==> src/rtl/vector_normalize.sv <==
// vector_normalize: u = x / n for a signed Q16.16 vector, giving Q2.30 components through
// bit-serial restoring division. Define VECTOR_NORMALIZE_ROUND_EN for round-to-nearest results.
module vector_normalize (
   input  logic        clk,
   input  logic        reset,
   input  logic        in_valid,
   output logic        in_ready,
   input  logic [31:0] x1,
   input  logic [31:0] x2,
   input  logic [31:0] n,
   output logic        out_valid,
   input  logic        out_ready,
   output logic [31:0] u1,
   output logic [31:0] u2,
   output logic        div0,
   output logic        sat,
   output logic [1:0]  o_dbg_state
);

`ifdef VECTOR_NORMALIZE_ROUND_EN
   localparam int QW = 32;
`else
   localparam int QW = 31;
`endif
   localparam logic [4:0] CNT_LOAD = 5'(QW - 1);

   // Handshakes: a transfer happens on a rising clk edge where valid and ready are both high;
   // the producer holds its payload and valid steady until that edge.
   typedef enum logic [1:0] {IDLE = 2'd0, DIV = 2'd1, DONE = 2'd2} state_t;
   state_t r_state, w_state_nxt;

   logic [4:0]    r_cnt;
   logic [31:0]   r_n;
   logic          r_neg1, r_neg2, r_sat1, r_sat2;
   logic [32:0]   r_rem1, r_rem2;
   logic [QW-2:0] r_q1, r_q2;
   logic [31:0]   r_u1, r_u2;
   logic          r_div0, r_sat;

   logic [31:0]   w_mag1, w_mag2;
   logic          w_in_sat1, w_in_sat2, w_n_zero, w_skip, w_last;
   logic          w_ge1, w_ge2;
   logic [31:0]   w_sub1, w_sub2, w_keep1, w_keep2;
   logic [QW-1:0] w_q1, w_q2;
   logic [31:0]   w_qmag1, w_qmag2;
   logic          w_ovf1, w_ovf2;
   logic [31:0]   w_fin1, w_fin2;

   function automatic logic [31:0] f_apply(input logic neg, input logic forced,
                                           input logic [31:0] mag);
      logic [31:0] m;
      m = forced ? 32'h7FFF_FFFF : mag;
      return neg ? (~m + 32'd1) : m;
   endfunction

   // 0x80000000 negates to itself, which read as unsigned is exactly 2^31.
   assign w_mag1    = x1[31] ? (~x1 + 32'd1) : x1;
   assign w_mag2    = x2[31] ? (~x2 + 32'd1) : x2;
   assign w_in_sat1 = {1'b0, w_mag1} >= {n, 1'b0};
   assign w_in_sat2 = {1'b0, w_mag2} >= {n, 1'b0};
   assign w_n_zero  = (n == 32'd0);
   assign w_skip    = w_n_zero | (w_in_sat1 & w_in_sat2);
   assign w_last    = (r_cnt == 5'd0);

   // Partial remainder stays below n after each step, so 32 bits hold it before the shift.
   assign w_ge1   = r_rem1 >= {1'b0, r_n};
   assign w_ge2   = r_rem2 >= {1'b0, r_n};
   assign w_sub1  = r_rem1[31:0] - r_n;
   assign w_sub2  = r_rem2[31:0] - r_n;
   assign w_keep1 = w_ge1 ? w_sub1 : r_rem1[31:0];
   assign w_keep2 = w_ge2 ? w_sub2 : r_rem2[31:0];
   assign w_q1    = {r_q1, w_ge1};
   assign w_q2    = {r_q2, w_ge2};

`ifdef VECTOR_NORMALIZE_ROUND_EN
   assign w_qmag1 = {1'b0, w_q1[31:1]} + {31'd0, w_q1[0]};
   assign w_qmag2 = {1'b0, w_q2[31:1]} + {31'd0, w_q2[0]};
   assign w_ovf1  = w_qmag1[31];
   assign w_ovf2  = w_qmag2[31];
`else
   assign w_qmag1 = {1'b0, w_q1};
   assign w_qmag2 = {1'b0, w_q2};
   assign w_ovf1  = 1'b0;
   assign w_ovf2  = 1'b0;
`endif

   assign w_fin1 = f_apply(r_neg1, r_sat1 | w_ovf1, w_qmag1);
   assign w_fin2 = f_apply(r_neg2, r_sat2 | w_ovf2, w_qmag2);

   always_ff @(posedge clk) begin
      if (reset) r_state <= IDLE;
      else       r_state <= w_state_nxt;
   end

   always_comb begin
      w_state_nxt = r_state;
      case (r_state)
         IDLE:    if (in_valid) w_state_nxt = w_skip ? DONE : DIV;
         DIV:     if (w_last) w_state_nxt = DONE;
         DONE:    if (out_ready) w_state_nxt = IDLE;
         default: w_state_nxt = IDLE;
      endcase
   end

   always_ff @(posedge clk) begin
      if (reset) begin
         r_cnt  <= 5'd0;
         r_n    <= 32'd0;
         r_neg1 <= 1'b0;
         r_neg2 <= 1'b0;
         r_sat1 <= 1'b0;
         r_sat2 <= 1'b0;
         r_rem1 <= 33'd0;
         r_rem2 <= 33'd0;
         r_q1   <= '0;
         r_q2   <= '0;
         r_u1   <= 32'd0;
         r_u2   <= 32'd0;
         r_div0 <= 1'b0;
         r_sat  <= 1'b0;
      end else begin
         case (r_state)
            IDLE: begin
               if (in_valid) begin
                  r_n    <= n;
                  r_neg1 <= x1[31];
                  r_neg2 <= x2[31];
                  r_sat1 <= w_in_sat1;
                  r_sat2 <= w_in_sat2;
                  r_rem1 <= {1'b0, w_mag1};
                  r_rem2 <= {1'b0, w_mag2};
                  r_q1   <= '0;
                  r_q2   <= '0;
                  r_cnt  <= CNT_LOAD;
                  if (w_n_zero) begin
                     r_u1   <= 32'd0;
                     r_u2   <= 32'd0;
                     r_div0 <= 1'b1;
                     r_sat  <= 1'b0;
                  end else if (w_skip) begin
                     r_u1   <= f_apply(x1[31], 1'b1, 32'd0);
                     r_u2   <= f_apply(x2[31], 1'b1, 32'd0);
                     r_div0 <= 1'b0;
                     r_sat  <= 1'b1;
                  end
               end
            end
            DIV: begin
               r_rem1 <= {w_keep1, 1'b0};
               r_rem2 <= {w_keep2, 1'b0};
               r_q1   <= w_q1[QW-2:0];
               r_q2   <= w_q2[QW-2:0];
               if (w_last) begin
                  r_u1   <= w_fin1;
                  r_u2   <= w_fin2;
                  r_div0 <= 1'b0;
                  r_sat  <= r_sat1 | r_sat2 | w_ovf1 | w_ovf2;
               end else begin
                  r_cnt <= r_cnt - 5'd1;
               end
            end
            default: ;
         endcase
      end
   end

   assign in_ready    = (r_state == IDLE);
   assign out_valid   = (r_state == DONE);
   assign u1          = r_u1;
   assign u2          = r_u2;
   assign div0        = r_div0;
   assign sat         = r_sat;
   assign o_dbg_state = r_state;

endmodule

==> config.mk <==
export PLATFORM = sky130hd
export DESIGN_NAME = vector_normalize
export DESIGN_NICKNAME = d
export VERILOG_FILES = /design/src/rtl/vector_normalize.sv
export SDC_FILE = /design/constraint.sdc
export NUM_CORES = 1
export LEC_CHECK = 0
export BUFFER_PORTS_ARGS = -buffer_cell sky130_fd_sc_hd__buf_2
export CORE_ASPECT_RATIO = 1.1
export CORE_MARGIN = 3
export CORE_UTILIZATION = 35
export CTS_CLUSTER_DIAMETER = 200
export DETAILED_ROUTE_END_ITERATION = 8
export PLACE_DENSITY = 0.61
export SYNTH_ARGS = -nofsm -noshare
export SYNTH_HDL_FRONTEND = slang
export SYNTH_SLANG_ARGS = --single-unit
==> constraint.sdc <==
create_clock -name clk -period 11.1 [get_ports clk]
set_clock_uncertainty 0.1 [all_clocks]
set_input_delay 1.665 -clock clk [delete_from_list [all_inputs] [get_ports clk]]
set_output_delay 1.665 -clock clk [all_outputs]
set_load 0.02 [all_outputs]
# Word-level counts from Yosys, hierarchy flattened
# Cells that the tools add are included.
dict set report op_classes {
  add_sub_neg 7
  magnitude_cmp 4
  n_eq_ne 7
  n_mux 45
  n_bitwise 7
  reduce_logical 9
}
# operator count
set ops {}
lappend ops {{$mux 32} 16}
lappend ops {{$pmux 33 s2} 2}
lappend ops {{$add 32x1->32 const B} 4}
lappend ops {{$pmux 32 s2} 2}
lappend ops {{$pmux 30 s2} 2}
lappend ops {{$ge 32x33->1} 2}
lappend ops {{$ge 33x32->1} 2}
lappend ops {{$mux 33} 2}
lappend ops {{$not 31->32} 2}
lappend ops {{$not 32->32} 2}
lappend ops {{$sub 32x32->32} 2}
lappend ops {{$mux 31} 2}
lappend ops {{$logic_not 32->1} 1}
lappend ops {{$mux 30} 1}
lappend ops {{$mux 5} 2}
lappend ops {{$pmux 5 s2} 1}
lappend ops {{$mux 1} 8}
lappend ops {{$mux 2} 4}
lappend ops {{$ne 2x2->1 const B} 3}
lappend ops {{$pmux 2 s3} 1}
lappend ops {{$reduce_and 3->1} 2}
lappend ops {{$logic_not 5->1} 1}
lappend ops {{$sub 5x1->5 const B} 1}
lappend ops {{$pmux 1 s2} 2}
lappend ops {{other kinds (10)} 12}
dict set report totals {
  register_bits 235
  in_bits 100
  out_inout_bits 70
  word_cells 94
}

# Depth between registers and ports, before layout
# Gate-level depths: netlist of run 1.
dict set report logic_depth {
  word_depth 10
  ltp_mapped 22
  mapped_depth_nobuf 20
}

# Least setup slack after synthesis of run 1
# No wires, ideal clock.
dict set report synth_timing {
  kind {input -> register}
  from {in x2[3]}
  to {reg r_u1[26] (netlist: u1[26])}
  setup_time_ns 0.078
  arrival_ns 6.492
  t_required_ns 10.922
  path_slack_ns 4.430
  cell_stages 20
  n_path_buf 2
  cell_sequence {or4_4 -> or4_4 -> or4_4 -> or3_4 -> or4_4 -> o41a_1 -> xor2_1 -> ha_1 -> a21o_1 -> a21oi_1 -> o21ai_0 -> a31oi_1 -> o22ai_1 -> o21ai_0 -> o21ai_1 -> o21ai_0 -> clkbuf_1 -> clkbuf_1 -> a21oi_1 -> nor3_1}
}
dict set report synth_via {
  elab_chain_len 8
}
# item line_no
set synth_rtl {}
lappend synth_rtl {{start: declaration} 9} ;# input logic [31:0] x2,
lappend synth_rtl {{$not 32->32} 58} ;# assign w_mag2 = x2[31] ? (~x2 + 32'd1) : x2;
lappend synth_rtl {{$add 32x1->32} 58}
lappend synth_rtl {{$mux 32 *} 58}
lappend synth_rtl {{$ge 32x33->1 *} 60} ;# assign w_in_sat2 = {1'b0, w_mag2} >= {n, 1'b0};
lappend synth_rtl {{$and 1x1->1 *} 62} ;# assign w_skip = w_n_zero | (w_in_sat1 & w_in_sat2);
lappend synth_rtl {{$or 1x1->1 *} 62}
lappend synth_rtl {{$ne 3x1->1 (no line) *} --}
lappend synth_rtl {{$reduce_and 4->1 (no line) *} --}
lappend synth_rtl {{end signal: assignment} 141} ;# r_u1 <= f_apply(x1[31], 1'b1, 32'd0);
lappend synth_rtl {{end signal: assignment} 154} ;# r_u1 <= w_fin1;
lappend synth_rtl {{end: declaration} 37} ;# logic [31:0] r_u1, r_u2;
# Every way passes the cells marked *; elsewhere a longest branch is shown, timed or not.
# A chain may end at the register's enable or synchronous reset.

# Worst setup path after layout of run 1
dict set report layout_timing {
  from {in x2[3]}
  to {reg r_u2[5] (netlist: u2[5])}
}
dict set report layout_via {
  elab_chain_len 8
}
# item line_no
set layout_rtl {}
lappend layout_rtl {{$not 32->32} 58}
lappend layout_rtl {{$add 32x1->32} 58}
lappend layout_rtl {{$mux 32 *} 58}
lappend layout_rtl {{$ge 32x33->1 *} 60}
lappend layout_rtl {{$and 1x1->1 *} 62}
lappend layout_rtl {{$or 1x1->1 *} 62}
lappend layout_rtl {{$ne 3x1->1 (no line) *} --}
lappend layout_rtl {{$reduce_and 4->1 (no line) *} --}
lappend layout_rtl {{end signal: assignment} 142} ;# r_u2 <= f_apply(x2[31], 1'b1, 32'd0);
lappend layout_rtl {{end signal: assignment} 155} ;# r_u2 <= w_fin2;
lappend layout_rtl {{end: declaration} 37}
# Marked as above.

==> metrics.csv, run 1 <==
metric,value,unit
yosys warns,0,
starting density of the core,0.358,
I/O Buffers,169,
fin crit share,0.661,
drt pass-1 iters,7,
crit-path leading delay family,simple AND/OR/NAND/NOR gates,
Die H,240,µm
DRT met1 WL,26900,µm
CTS tree,done,
Multi-input gate area,0.0118,mm²
core region area,0.0485,mm²
num ports,170,
final net count,2622,
CP Buf/Inv Count,2,
Worst path depth,19,
Synth area leaders,"dfxtp_1 (27%), ha_1 (9.5%), nor2_1 (6.5%)",
Cells after Synth,2312,
Final Core Density,0.407,
Worst setup SP type,input pin,
Post-Layout Cell Count,3057,
Yosys cell types,75,
mapped cell area,0.0174,mm²
fraction of registers with async set/reset,0,
die span in x,218,µm
reg2reg start,r_n[10],
number of synthesized flops with an enable pin,0,
largest net degree at the start of global routing,195,
"Clk Latency, worst-skew pair",570,ps
die footprint,0.0523,mm²
Hold Path Depth,2,
CTS root buf,clkbuf_16,
post-detailed-route wirelength per cell,20.1,µm
Worst Hold Launch,r_n[7],
Post-DP HPWL,44700,µm
r2r endpoint,u2[26],
Tot Pwr,0.00455,W
Slew Limit Fails,0,
gp weighted congestion,0.925,
register area,0.00470,mm²
CP Max Fanout,89,
ys flop type,dfxtp_1,
vias in the first global route,17036,
total congestion overflow,0,
gr usage total,0.226,
# setup viols final,0,
Yosys reg bits,235,
Post-Syn Area per Cell,7.51,µm²
metal3 WL,3990,µm
"most common cell after layout, fill and taps aside",nor2_1,
CP max-delay cell,buf_4,
Setup Crit Path Kind,input pin to flip-flop,
initial antenna violation count,3,
"commonest non-fill, non-tap cells in the layout","nor2_1 (298), dfxtp_1 (235), nand2_1 (212)",
drt total wl,61600,µm
sequential share of the synthesized area,0.271,
Worst slew margin,0.159,
Setup TNS,0,ps
postcts setup bufs,0,
1st-iter DRT viols,1376,
Hold Buf Count CTS,0,
placed insts,3003,
post_cts resized,0,
reg2reg path depth,21,
number of max-cap violations,0,
DR DRC count,0,
Worst-Margin Slew,1260,ps
most frequent cell on the critical path,or4_4,
Syn-to-layout area delta,13.6,%
VDD IR max,0.000146,V
Clock Pin Slew Worst Setup and Hold Paths,60,ps
first-pass GRT wire length,95300,µm
Fill cells,4982,
Achievable Freq,136,MHz
H-tree depth,1,
crit path time final,7340,ps
endpoint class of the critical path,flip-flop,
Clock Sinks,235,
worst path cell trace,buf_2 > or4_4 > or4_4 > or4_4 > or3_4 > or4_4 > o41a_1 > xor2_1 > ha_1 > a21o_1 > a21oi_1 > o21ai_0 > a31oi_1 > o22ai_1 > o21ai_0 > o21ai_4 > buf_4 > nor2b_1 > a311oi_1,
"reg-to-reg slack, setup",5040,ps
Longest Clk Path Bufs,3,
ANT nets after route,0,
Pwr Density,231,mW/mm²
outcome,completed,
unrepaired setup endpoints after global routing,false,
"Hold Vio Cnt, Final",0,
total CTS buffers,28,
Max stage delay on crit path,660,ps
row count,84,
Yosys top cell by area,dfxtp_1,
Synth top area share,0.271,
Min-Delay Endpoint,r_n[7],
WP data required,11420,ps
Hold Path Class,flip-flop to flip-flop,
post-synth net total,2546,
CP Data Arrival Time,7660,ps
uppermost layer routed,met5,
layout cells sized above 1,0.118,
final instance area,0.0197,mm²
vias per inst,5.88,
P_leak,8.14,nW
met2 wire length,28900,µm
DR vias,17964,
placed inst area,0.0187,mm²
[sequential cells by signal, summed over array words and instances (netlist names)]
register and flops:
r_neg1 1, r_cnt 5, sat 1, r_sat2 1, r_q1 30, div0 1, r_q2 30, u2 32
r_neg2 1, r_sat1 1, r_rem1 33, r_n 32, u1 32, o_dbg_state 2, r_rem2 33
[layout make-up]
cell class / instances / share of cell area
Sequential cell: 235 / 0.239
Clock buffer: 38 / 0.0415
Multi-Input combinational cell: 1833 / 0.597
Timing Repair Buffer: 192 / 0.0526
Antenna cell: 2 / 0.000254
Inverter: 98 / 0.0186
Tap cell: 645 / 0.0409
Clock inverter: 14 / 0.0108
[logic make-up after synthesis]
family                   share of synthesized area
adder cells (fa/ha/maj)                     0.0974
AO/OA/AOI/OAI                                0.277
AND/OR/NAND/NOR                              0.214
multiplexers                                0.0191
buffers and inverters                       0.0534
XOR/XNOR                                    0.0676
flip-flops                                   0.271
[worst reg2reg max path, cell delays in order (launching register included)]
cell	delay, ps
dfxtp_1	330
inv_1	80
ha_1	370
a21o_1	200
a21o_1	200
a311o_1	390
a211oi_1	520
nor3b_1	250
o31ai_1	380
buf_4	260
nand2_1	70
buf_4	270
nor2_1	160
ha_1	250
nand4b_1	240
or2_2	380
nor3_1	360
or3b_2	500
mux2i_1	130
o22ai_1	200
a21oi_1	100
a211oi_1	250
[worst max-delay path by stage]
stage	from	to	slack, ps
final	x2[3]	u2[5]	3760
after floorplan	x2[3]	u1[26]	4430
after detailed placement	x2[3]	u1[30]	3290
after CTS	x2[3]	u1[30]	3880
after global routing	x2[3]	u2[23]	3430
after global placement	x2[3]	u1[30]	3340
[stage by stage]
stage	hold WS, ps	setup slack [ps]
floorplan	336	4430
global placement	343	3340
detailed placement	348	3290
CTS	358	3880
global route	380	3430
finish	356	3760
[synth_stat cells, types with 6 or more instances]
cell type and number:
nand4_1 29, o211ai_1 17, nor4_1 37, or4_1 10
or2_2 7, nand3b_1 6, dfxtp_1 235, nand2b_1 20
o41ai_1 14, a21o_1 62, a311oi_1 15, o221ai_1 12
o22ai_1 11, a22oi_1 61, o21a_1 12, a211oi_1 57
and3_1 15, a21oi_1 203, a31oi_1 26, nor2b_1 17
mux2i_1 32, buf_2 6, nand2_1 214, o21ai_0 117
ha_1 132, a2111oi_0 7, a22o_1 9, buf_1 7
inv_1 97, xor2_1 37, or3_1 22, nand3_1 32
nor2_1 302, a211o_1 8, xnor2_1 97, nor3_1 60
o31ai_1 33, clkbuf_1 132, a31o_2 11
[report_power, final]
part	switching, W	internal [W]
clock	0.000398	0.000632
combinational	0.00154	0.000906
sequential	0.0000967	0.000975
total	0.00204	0.00251
[metal layers]
metal | vias up | GRT usage
met5 | - | 0
met4 | 4 | 0.0656
met3 | 113 | 0.0318
met2 | 618 | 0.382
met1 | 8641 | 0.301
li1 | 8588 | -
No activity file was read; power rests on OpenSTA's default activity.
==> run 2: changes to the inputs <==
- PLACE_DENSITY: 0.61 -> 0.63
- clock period: 11.1 -> 6.4 ns (I/O delays scaled with it)
==> run 2 against run 1 <==
Via count up 0.84%; critical path depth grew 1; sequential share of layout area decreased by 0.16 points; final cell count up 0.65%; power up 74%; utilization increased by 0.27 points; sequential cell count stayed put; register-to-register slack worse by 4400 ps; worst setup slack worse by 3400 ps; sequential power increased by 75%; critical endpoint is now u1[24]; largest cell class unchanged.
==> metrics.csv, run 2 (synthesized netlist as in run 1, its figures left out) <==
metric,value,unit,change
outcome,completed,,
VDD IR max,0.000261,V,+79%
CTS tree,done,,
first-pass GRT wire length,94300,µm,-1.1%
"Hold Vio Cnt, Final",0,,unchanged
CP Max Fanout,18,,-80%
Die H,240,µm,unchanged
H-tree depth,1,,unchanged
Fill cells,4927,,-1.1%
CP Data Arrival Time,6450,ps,-1210 ps
layout cells sized above 1,0.124,,+0.00577
"most common cell after layout, fill and taps aside",nor2_1,,
endpoint class of the critical path,flip-flop,,
post-detailed-route wirelength per cell,20.2,µm,+0.11%
vias per inst,5.89,,+0.18%
CP Buf/Inv Count,2,,unchanged
Multi-input gate area,0.0118,mm²,about the same
placed inst area,0.0188,mm²,+0.78%
die footprint,0.0523,mm²,unchanged
Slew Limit Fails,0,,unchanged
worst path cell trace,buf_2 > or4_4 > or4_4 > or4_4 > or3_4 > or4_4 > o41a_1 > xor2_1 > ha_1 > a21o_1 > a21oi_1 > o21ai_0 > a31oi_1 > o22ai_1 > o21ai_0 > o21ai_4 > o21ai_1 > buf_12 > a21oi_1 > nor3_1,,
largest net degree at the start of global routing,195,,unchanged
fin crit share,0.948,,
"Clk Latency, worst-skew pair",570,ps,about the same
unrepaired setup endpoints after global routing,false,,
P_leak,8.23,nW,+1.0%
register area,0.00470,mm²,unchanged
Clock Sinks,235,,unchanged
post_cts resized,0,,unchanged
die span in x,218,µm,unchanged
Worst setup SP type,input pin,,
gp weighted congestion,0.933,,+0.81%
crit-path leading delay family,simple AND/OR/NAND/NOR gates,,
Syn-to-layout area delta,14.4,%,
drt total wl,62100,µm,+0.76%
1st-iter DRT viols,1759,,+28%
Final Core Density,0.410,,+0.00269
number of max-cap violations,0,,unchanged
Max stage delay on crit path,570,ps,-90 ps
Hold Path Class,flip-flop to flip-flop,,
DR vias,18114,,+0.84%
most frequent cell on the critical path,or4_4,,
row count,84,,unchanged
# setup viols final,0,,unchanged
Setup TNS,0,ps,unchanged
DR DRC count,0,,unchanged
Setup Crit Path Kind,input pin to flip-flop,,
vias in the first global route,16587,,-2.6%
Pwr Density,399,mW/mm²,+73%
crit path time final,6070,ps,
Clock Pin Slew Worst Setup and Hold Paths,70,ps,about the same
placed insts,3021,,+0.60%
starting density of the core,0.358,,unchanged
Worst-Margin Slew,1230,ps,-33.3 ps
postcts setup bufs,0,,unchanged
I/O Buffers,169,,unchanged
WP data required,6780,ps,-4640 ps
initial antenna violation count,8,,+5
ANT nets after route,0,,unchanged
Achievable Freq,165,MHz,
Worst slew margin,0.181,,+0.0222
core region area,0.0485,mm²,unchanged
drt pass-1 iters,6,,-1
Longest Clk Path Bufs,3,,unchanged
total CTS buffers,29,,+3.6%
total congestion overflow,0,,unchanged
top flop regs,"r_rem1 x33, r_rem2 x33",,
final net count,2641,,+0.72%
Post-DP HPWL,45000,µm,+0.63%
CTS root buf,clkbuf_16,,
Hold Buf Count CTS,0,,unchanged
Post-Layout Cell Count,3077,,+0.65%
num ports,170,,unchanged
CP max-delay cell,o21ai_0,,
"commonest non-fill, non-tap cells in the layout","nor2_1 (299), dfxtp_1 (235), nand2_1 (212)",,
gr usage total,0.224,,-0.00275
final instance area,0.0199,mm²,+0.66%
## run 2: final timing paths
check,end,slack [ps],start,depth (start not counted)
worst max-delay path,u1[24],330,x2[5],20
worst min-delay path,r_n[2],360,r_n[2],2
worst max register to register,u2[26],690,r_n[10],19
worst min register to register,r_n[2],360,r_n[2],2
## run 2: worst reg2reg max path, delay by kind of cell (launching register included)
| kind | cells | cell delay, ps |
|---|---|---|
| multiplexers | 1 | 130 |
| flip-flops | 1 | 330 |
| adder cells (fa/ha/maj) | 2 | 600 |
| AND/OR/NAND/NOR | 7 | 2030 |
| buffers and inverters | 1 | 70 |
| AO/OA/AOI/OAI | 8 | 2370 |
## run 2: per-layer routing
metal	up-vias	share of wire	global-route usage
met4	8	0.026	0.0587
li1	8640	-	-
met5	-	0.00073	0
met2	696	0.46	0.373
met3	99	0.071	0.0303
met1	8671	0.44	0.304
## run 2: final cells by class
| type | count | share of cell area |
|---|---|---|
| timing repair buffer | 210 | 0.0597 |
| clock inverter | 13 | 0.00907 |
| clock buffer | 38 | 0.0418 |
| sequential | 235 | 0.237 |
| tap | 645 | 0.0406 |
| multi-input combinational | 1833 | 0.593 |
| antenna | 5 | 0.000630 |
| inverter | 98 | 0.0185 |
## run 2: stage by stage
stage | hold WS [ps] | setup slack, ps | power (W)
2_1_floorplan | 336 | 435 | 0.00495
3_3_place_gp | 344 | -74.8 | 0.00603
3_5_place_dp | 350 | -132 | 0.00609
4_1_cts | 358 | 444 | 0.00788
5_1_grt | 377 | 137 | 0.00841
6_report | 359 | 330 | 0.00792
## run 2: where the power goes
group | switching (W) | leakage, nW | internal, W
registers | 0.000182 | 1.93 | 0.00169
clock network | 0.000687 | 0.491 | 0.00107
logic | 0.00271 | 5.81 | 0.00158
==> run 3: changes to the inputs <==
- PLACE_DENSITY: 0.63 -> unset
- RECOVER_POWER: unset -> 100
==> run 3 against run 2 <==
The run now ends with capacitance limit, slew limit left; final area shrank 0.53%; die area is the same; routed wire length grew 1.8%; sequential power is essentially flat; via count shrank 0.43%; critical path depth shrank 6; final cell count grew 0.19%; utilization shrank 0.22 points; first-iteration DRC count shrank 1.8%; largest power group unchanged.
==> metrics.csv, run 3 (synthesized netlist as in run 1, its figures left out) <==
metric,value,unit,change
endpoint class of the critical path,flip-flop,,
"Hold Vio Cnt, Final",0,,unchanged
hold slack,357,ps,-2.46 ps
Worst-Margin Slew,2060,ps,+829 ps
total CTS buffers,29,,unchanged
"commonest non-fill, non-tap cells in the layout","nor2_1 (300), dfxtp_1 (235), nand2_1 (212)",,
gr usage total,0.234,,+0.0102
CTS tree,done,,
WP data required,6740,ps,-40 ps
Syn-to-layout area delta,13.8,%,
r2r endpoint,r_q2[0],,
row count,84,,unchanged
final net count,2647,,+0.23%
ANT nets after route,0,,unchanged
reg2reg path depth,14,,-5
Critical Path End,r_q2[0],,
Worst setup SP type,flip-flop,,
Hold Path Class,flip-flop to flip-flop,,
CP Max Fanout,29,,+11
die footprint,0.0523,mm²,unchanged
drt total wl,63200,µm,+1.8%
drt pass-1 iters,6,,unchanged
1st-iter DRT viols,1728,,-1.8%
largest net degree at the start of global routing,195,,unchanged
outcome,finished with violations,,
pre-CTS setup slack,-98.4,ps,+34.0 ps
gp weighted congestion,0.933,,about the same
"Clk Latency, worst-skew pair",590,ps,+20 ps
"reg-to-reg slack, setup",350,ps,-340 ps
post_cts resized,0,,unchanged
Clock Pin Slew Worst Setup and Hold Paths,60,ps,about the same
unrepaired setup endpoints after global routing,false,,
"most common cell after layout, fill and taps aside",nor2_1,,
failing checks,"capacitance limit, slew limit",,
Final Core Density,0.408,,-0.00217
die span in x,218,µm,unchanged
Longest Clk Path Bufs,3,,unchanged
Hold Path Depth,2,,unchanged
vias in the first global route,17208,,+3.7%
fin crit share,0.945,,-0.00367
vias per inst,5.85,,-0.62%
Hold Buf Count CTS,0,,unchanged
Fill cells,4982,,+1.1%
Pwr Density,398,mW/mm²,-0.16%
VDD IR max,0.000270,V,+3.6%
Die H,240,µm,unchanged
reg2reg start,r_n[10],,
H-tree depth,1,,unchanged
crit path time final,6050,ps,-23.5 ps
Setup crit start,r_n[10],,
Setup Crit Path Kind,flip-flop to flip-flop,,
total congestion overflow,0,,unchanged
layout cells sized above 1,0.0920,,-0.0316
Achievable Freq,165,MHz,+0.39%
Final WS setup,353,ps,+23.5 ps
DR vias,18037,,-0.43%
# setup viols final,0,,unchanged
postcts setup bufs,0,,unchanged
DR DRC count,0,,unchanged
Worst slew margin,-0.371,,-0.551
number of max-cap violations,6,,+6
initial antenna violation count,4,,-4
Slew Limit Fails,224,,+224
P_leak,7.94,nW,-3.5%
Worst Hold Launch,r_n[10],,
Clock Sinks,235,,unchanged
core region area,0.0485,mm²,unchanged
Post-DP HPWL,46400,µm,+3.2%
CP Data Arrival Time,6390,ps,-60 ps
first-pass GRT wire length,97900,µm,+3.8%
num ports,170,,unchanged
starting density of the core,0.358,,unchanged
post-detailed-route wirelength per cell,20.5,µm,+1.6%
I/O Buffers,169,,unchanged
top flop regs,"r_rem1 x33, r_rem2 x33",,
CTS root buf,clkbuf_16,,
==> run 3: cell count changes in the layout (fill, tap and decap cells not counted), moves of 2 or more <==
cell	previous run	this run
buf_2	168	97
buf_4	39	34
bufinv_16	4	2
clkbuf_1	2	82
clkbuf_2	0	3
clkinvlp_4	3	1
diode_2	5	3
o21ai_0	116	118
o21ai_1	3	1
or4_1	10	12
or4_4	4	2
==> run 3: worst min-delay path by stage <==
stage               slack, ps  endpoint
floorplan                 340   r_n[10]
global placement          340   r_n[11]
detailed placement        350   r_n[11]
CTS                       350   r_n[11]
global route              370   r_n[12]
finish                    360   r_n[10]
==> run 3: layer usage <==
metal	routed length (µm)	part of all wire	up-vias	track usage
met2	28200	0.45	659	0.379
met1	28500	0.45	8605	0.318
li1	-	-	8664	-
met5	13	0.00021	-	0
met4	2280	0.036	2	0.0864
met3	4170	0.066	107	0.0299
==> run 3: cell type report <==
class,count,area [µm²],area share
Clock inverter,12,141,0.00716
Sequential cell,235,4700,0.238
Antenna cell,3,7.51,0.000380
Clock buffer,41,851,0.0431
Multi-Input combinational cell,1833,11800,0.595
Inverter,98,368,0.0186
Timing Repair Buffer,216,1120,0.0567
Tap cell,645,807,0.0409
==> run 3: critical path: stages (launching register included) <==
cell	delay [ps]
dfxtp_1	330
inv_1	80
ha_1	360
a21o_1	200
a21o_1	210
a311o_1	400
a211oi_1	520
nor3b_1	260
o31ai_1	500
clkbuf_1	400
and2_0	550
clkbuf_1	1270
nor2_1	400
a21oi_1	240
nor2_1	70
==> run 3: where the power goes <==
group / switching [W] / total, W / internal [W]
Combinational: 0.00269 / 0.00425 / 0.00156
Clock: 0.000714 / 0.00173 / 0.00101
Sequential: 0.000196 / 0.00189 / 0.00169
==> run 3: stage by stage <==
step	instance area, µm²	cells	setup TNS [ps]	total power (W)
2_1_floorplan	17400	2312	0	0.00495
3_3_place_gp	18900	3027	-4.08	0.00607
3_5_place_dp	18900	3027	-795	0.00612
4_1_cts	19900	3080	0	0.00787
5_1_grt	19700	3081	0	0.00841
6_report	19800	3083	0	0.00786
